==> src/rtl/encoder_pkg.sv <==
// Shared types, mode names and grant helper for the N-line priority encoder.
// Latency: none (types and a pure function only).
// Backpressure: not applicable.
package encoder_pkg;

  // Widest request vector the encoder family supports.
  localparam int ENC_MAX_N = 64;
  localparam int ENC_MAX_W = 6;

  // Encoding modes selectable through the MODE parameter.
  localparam string ENC_MODE_FIXED = "FIXED";
  localparam string ENC_MODE_RR    = "RR";

  // Output register occupancy.
  typedef enum logic {
    ST_IDLE = 1'b0,
    ST_FULL = 1'b1
  } enc_state_t;

  // One-hot vector with a single bit set at position idx.
  function automatic logic [ENC_MAX_N-1:0] onehot_of(input logic [ENC_MAX_W-1:0] idx);
    logic [ENC_MAX_N-1:0] one;
    one = {{(ENC_MAX_N-1){1'b0}}, 1'b1};
    return one << idx;
  endfunction

endpackage

==> src/rtl/prio_enc_core.sv <==
// Combinational priority search over N lines: reverse (highest wins) or rotating from start.
// Latency: purely combinational, no state.
// Backpressure: none; the caller decides when the result is used.
module prio_enc_core
  import encoder_pkg::*;
#(
  parameter int N       = 8,
  parameter int W       = $clog2(N),
  parameter bit REVERSE = 1'b1
) (
  input  logic [N-1:0] vec,
  input  logic [W-1:0] start,
  output logic [W-1:0] idx,
  output logic         found
);

  logic [N-1:0] rot;
  logic [W-1:0] fwd_off;
  logic [W:0]   fwd_sum;
  logic [W-1:0] fwd_idx;
  logic [W-1:0] rev_idx;

  // Rotating search: shift a doubled copy so the start line lands at bit 0,
  // take the lowest set bit, then map the offset back onto the original lines.
  always_comb begin
    rot     = N'({vec, vec} >> start);
    fwd_off = '0;
    for (int i = N - 1; i >= 0; i--) begin
      if (rot[i]) begin
        fwd_off = W'(i);
      end
    end
    fwd_sum = {1'b0, start} + {1'b0, fwd_off};
    if (fwd_sum >= (W+1)'(N)) begin
      fwd_idx = W'(fwd_sum - (W+1)'(N));
    end else begin
      fwd_idx = W'(fwd_sum);
    end
  end

  // Reverse search: the last assignment in an upward scan is the highest set bit.
  always_comb begin
    rev_idx = '0;
    for (int i = 0; i < N; i++) begin
      if (vec[i]) begin
        rev_idx = W'(i);
      end
    end
  end

  // Index is meaningless when nothing is set; the caller forces it to zero then.
  assign found = |vec;
  assign idx   = REVERSE ? rev_idx : fwd_idx;

endmodule

==> src/rtl/encoder_nx_rr.sv <==
// Registered N-line priority encoder (fixed-priority or round-robin) with valid/ready on both sides.
// Latency: 1 cycle from accept to result on idx/grant/none; one vector per cycle sustained.
// Backpressure: in_ready = !out_valid || out_ready; a held result stays stable until consumed.
module encoder_nx_rr
  import encoder_pkg::*;
#(
  parameter int    N    = 8,
  parameter int    W    = $clog2(N),
  parameter string MODE = "FIXED"
) (
  input  logic         clk,
  input  logic         rst,
  input  logic [N-1:0] req,
  input  logic         in_valid,
  output logic         in_ready,
  output logic         out_valid,
  input  logic         out_ready,
  output logic [W-1:0] idx,
  output logic [N-1:0] grant,
  output logic         none
);

  localparam bit IS_RR = (MODE == ENC_MODE_RR);

  enc_state_t   state;
  enc_state_t   state_nxt;
  logic [W-1:0] ptr;
  logic [W-1:0] win_idx;
  logic         win_found;
  logic         accept;
  logic         consume;
  logic [N-1:0] win_grant;

  assign out_valid = (state == ST_FULL);
  assign in_ready  = !out_valid || out_ready;
  assign accept    = in_valid && in_ready;
  assign consume   = out_valid && out_ready;

  // Fixed mode scans downward from N-1; round-robin scans upward from ptr.
  // ptr stays 0 in fixed mode, so start is harmless there.
  prio_enc_core #(
    .N       (N),
    .W       (W),
    .REVERSE (!IS_RR)
  ) u_core (
    .vec   (req),
    .start (ptr),
    .idx   (win_idx),
    .found (win_found)
  );

  assign win_grant = N'(onehot_of(ENC_MAX_W'(win_idx)));

  // Occupancy register for the single output slot.
  always_ff @(posedge clk) begin
    if (rst) begin
      state <= ST_IDLE;
    end else begin
      state <= state_nxt;
    end
  end

  // Slot fills on accept, empties only on a consume with no refill behind it.
  always_comb begin
    state_nxt = state;
    case (state)
      ST_IDLE: if (accept) state_nxt = ST_FULL;
      ST_FULL: if (consume && !accept) state_nxt = ST_IDLE;
      default: state_nxt = ST_IDLE;
    endcase
  end

  // Result register; loads only on accept so the held value is stable under backpressure.
  always_ff @(posedge clk) begin
    if (rst) begin
      idx   <= '0;
      grant <= '0;
      none  <= 1'b1;
    end else if (accept) begin
      idx   <= win_found ? win_idx : '0;
      grant <= win_found ? win_grant : '0;
      none  <= !win_found;
    end
  end

  // Round-robin pointer advances past the winner; empty accepts leave it alone.
  always_ff @(posedge clk) begin
    if (rst) begin
      ptr <= '0;
    end else if (IS_RR && accept && win_found) begin
      ptr <= (win_idx == W'(N - 1)) ? '0 : win_idx + W'(1);
    end
  end

endmodule

==> config.mk <==
export PLATFORM = sky130hd
export DESIGN_NAME = encoder_nx_rr
export DESIGN_NICKNAME = d
export VERILOG_FILES = /design/src/rtl/encoder_pkg.sv /design/src/rtl/prio_enc_core.sv /design/src/rtl/encoder_nx_rr.sv
export SDC_FILE = /design/constraint.sdc
export NUM_CORES = 1
export LEC_CHECK = 0
export CAP_MARGIN = 20
export CORE_UTILIZATION = 34
export DETAILED_ROUTE_END_ITERATION = 16
export HOLD_SLACK_MARGIN = 0.08
export PLACE_DENSITY_LB_ADDON = 0.15
export REMOVE_ABC_BUFFERS = 1
export SETUP_SLACK_MARGIN = 0.2
export SYNTH_ARGS = -nofsm -noshare
export SYNTH_HDL_FRONTEND = slang
export SYNTH_SLANG_ARGS = --single-unit
==> constraint.sdc <==
create_clock -name clk -period 1.2 [get_ports clk]
set_input_delay 0.3 -clock clk [delete_from_list [all_inputs] [get_ports clk]]
set_output_delay 0.3 -clock clk [all_outputs]
set_load 0.005 [all_outputs]
==> flow_summary.json <==
{
  "hpwl_um": 1090,
  "syn2layout_area_growth_pct": 90.3,
  "endpoint_kind": "flip-flop",
  "synth_top_family_by_area": "simple AND/OR/NAND/NOR gates",
  "syn_area_per_cell_um2": 8.78,
  "cts_tree": "yes",
  "drt-total-wl_um": 1520,
  "synthArstFlopShare_pct": 0,
  "synth_compound_area_share_pct": 20.4,
  "port_buffers": 25,
  "synth_common_cells": "dfxtp_1 (13), a21oi_1 (7), nand2_1 (7)",
  "die_area_mm2": 0.00179,
  "wire_per_inst_um": 12.1,
  "diodes": 0,
  "critPathRequiredTime_ns": 1.40,
  "start_util_pct": 36.7,
  "yosysWarnings": 0,
  "crit_path_max_fanout": 3,
  "max_freq_ghz": 0.813,
  "tightest_slew_ns": 0.293,
  "synth_area_leader_cell": "dfxtp_1",
  "clockRootBuffer": "clkbuf_4",
  "synth_area_leaders": "dfxtp_1 (47%), a21oi_1 (6.3%), nand2_1 (4.8%)",
  "critical_path_class": "flip-flop to flip-flop",
  "critPathLaunchType": "flip-flop",
  "synth_top_area_share_pct": 47.1,
  "fill_cells": 134,
  "highest_layer": "met4",
  "final_cell_area_mm2": 0.00105,
  "worst_path_most_repeated_cell": "buf_6",
  "rsz0062_at_grt": "true",
  "fin_crit_ns": 1.23,
  "die_w_um": 42.3,
  "cp_data_arrival_time_ns": 1.43,
  "setup_ws_ns": -0.0305,
  "synth_simple_gate_area_share_pct": 28.5,
  "numCtsBuffers": 3,
  "clk_latency_ns": 0.27,
  "place_congestion": 0.727,
  "powerDensity_mw_per_mm2": 914,
  "hold_buffers": 0,
  "dr_wl_met3_um": 64,
  "vias": 639,
  "post_synth_mux_area_share_pct": 0,
  "htree_levels": 1,
  "grt_first_pass_wirelength_um": 2540,
  "synth.distinct_cells": 24,
  "ys.flop_type": "dfxtp_1",
  "crit_path_cell_trace": "buf_6 > nand2b_4 > buf_6 > nand3_4 > or3_4 > o21ai_1",
  "synth-edff-count": 0,
  "drive_above_1_share_pct": 65.5,
  "syn_inst": 63,
  "p_leak_nw": 0.478,
  "met1Wirelength_um": 615,
  "nets": 123,
  "met2WireLength_um": 826,
  "setup_tns_ns": -0.0645,
  "grt_use_total_pct": 18.9,
  "final_core_util_pct": 69.9,
  "drt_first_pass_iters": 2,
  "path_clk_slew_ns": 0.08,
  "synth_adder_area_share_pct": 0,
  "crit_slowest_cell": "or3_4",
  "peakVddDrop_v": 0.000517,
  "core_mm2": 0.00151,
  "slew_headroom_pct": 80.3,
  "fin_worst_skew_ns": 0.00384,
  "drcViolationCount": 0,
  "status": "finished with violations",
  "drt_iter0_markers": 2,
  "cap_violations": 0,
  "syn_area_um2": 553,
  "yosysMostFrequentCell": "dfxtp_1",
  "cts_sinks": 13,
  "clockBufferDepth": 2,
  "min_period_over_period_pct": 103,
  "rows": 14,
  "vias_per_cell": 5.07,
  "final-hold-violation-count": 0,
  "hp-class": "input pin to flip-flop",
  "grt_max_degree": 8,
  "ys_seq_elements": 13,
  "violations": "setup timing",
  "antenna_found_initial": 0,
  "grt_pass1_vias": 629,
  "overflow": 0,
  "setup_viol": 4,
  "drv_slew": 0,
  "synth-xor-area-share_pct": 0,
  "pin_count": 26,
  "yosysSeqAreaShare_pct": 47.1,
  "ant_nets": 0,
  "slowest_delay_ns": 0.35,
  "placement.cell_area_um2": 906,
  "die_y_um": 42.3
}
==> layout by cell type, fill, tap and decap left out, types with 3 or more instances in the layout <==
cell / count
inv_1: 4
a21oi_2: 5
buf_6: 8
buf_4: 15
clkbuf_4: 3
nor2_1: 4
dlygate4sd2_1: 8
dfxtp_2: 13
buf_2: 11
nand2_1: 4
nand3_1: 3
==> path summary, 6_finish.rpt <==
kind | from | slack (ns) | depth (start not counted) | endpoint
setup reg to reg | out_valid | -0.03 | 6 | grant[2]
setup / recovery | out_valid | -0.03 | 6 | grant[2]
hold / removal | req[5] | 0.44 | 4 | none
hold reg to reg | grant[4] | 0.47 | 2 | grant[4]
==> critical path: cells and delay by family (launching register included) <==
family	cells	cell delay (ns)
flops	1	0.33
simple gates	3	0.49
buf+inv	2	0.23
compound gates	1	0.12
==> what timing repair did <==
item | CTS | global route
setup buffers | 3 | 5
resized for setup | 102 | 10
setup endpoints to repair | 26 | 26
pin swaps | 14 | 6
==> through the flow <==
stage	total power, mW	hold WS, ns	setup slack, ns	cells
6_report	0.962	0.439	-0.0305	126
5_1_grt	1.02	0.439	-0.0667	126
3_5_place_dp	0.657	0.442	-0.565	114
4_1_cts	0.939	0.436	-0.0800	121
2_1_floorplan	0.522	0.369	0.0118	61
3_3_place_gp	0.654	0.434	-0.533	114
==> per-layer routing <==
layer / vias up / track usage, %
li1: 320 / -
met1: 299 / 21.0
met2: 18 / 33.5
met3: 2 / 3.88
met4: 0 / 9.38
met5: - / 0
==> flip-flops by register name, summed over array words and instances (netlist names) <==
name	cells
grant	8
none	1
idx	3
out_valid	1
==> report_power, final <==
group          leakage (nW)  total (mW)  internal [mW]  switching (mW)
clock                0.0150       0.274          0.129           0.145
sequential            0.111       0.462          0.453         0.00945
combinational         0.352       0.225          0.126          0.0994
total                 0.478       0.962          0.707           0.254
==> area by class of cell <==
class,count,area [µm²],share of cell area [%]
well taps,16,20.0,1.90
repair buffers,45,360,34.2
multi-input cells,44,354,33.7
inverters,4,15.0,1.43
clock buffers,4,26.3,2.50
flip-flops and latches,13,277,26.3
==> kinds of logic after synthesis <==
family / Yosys count
AND/OR/NAND/NOR: 26
AO/OA/AOI/OAI: 18
flip-flops: 13
buffers and inverters: 6
No activity file was read; power rests on OpenSTA's default activity.
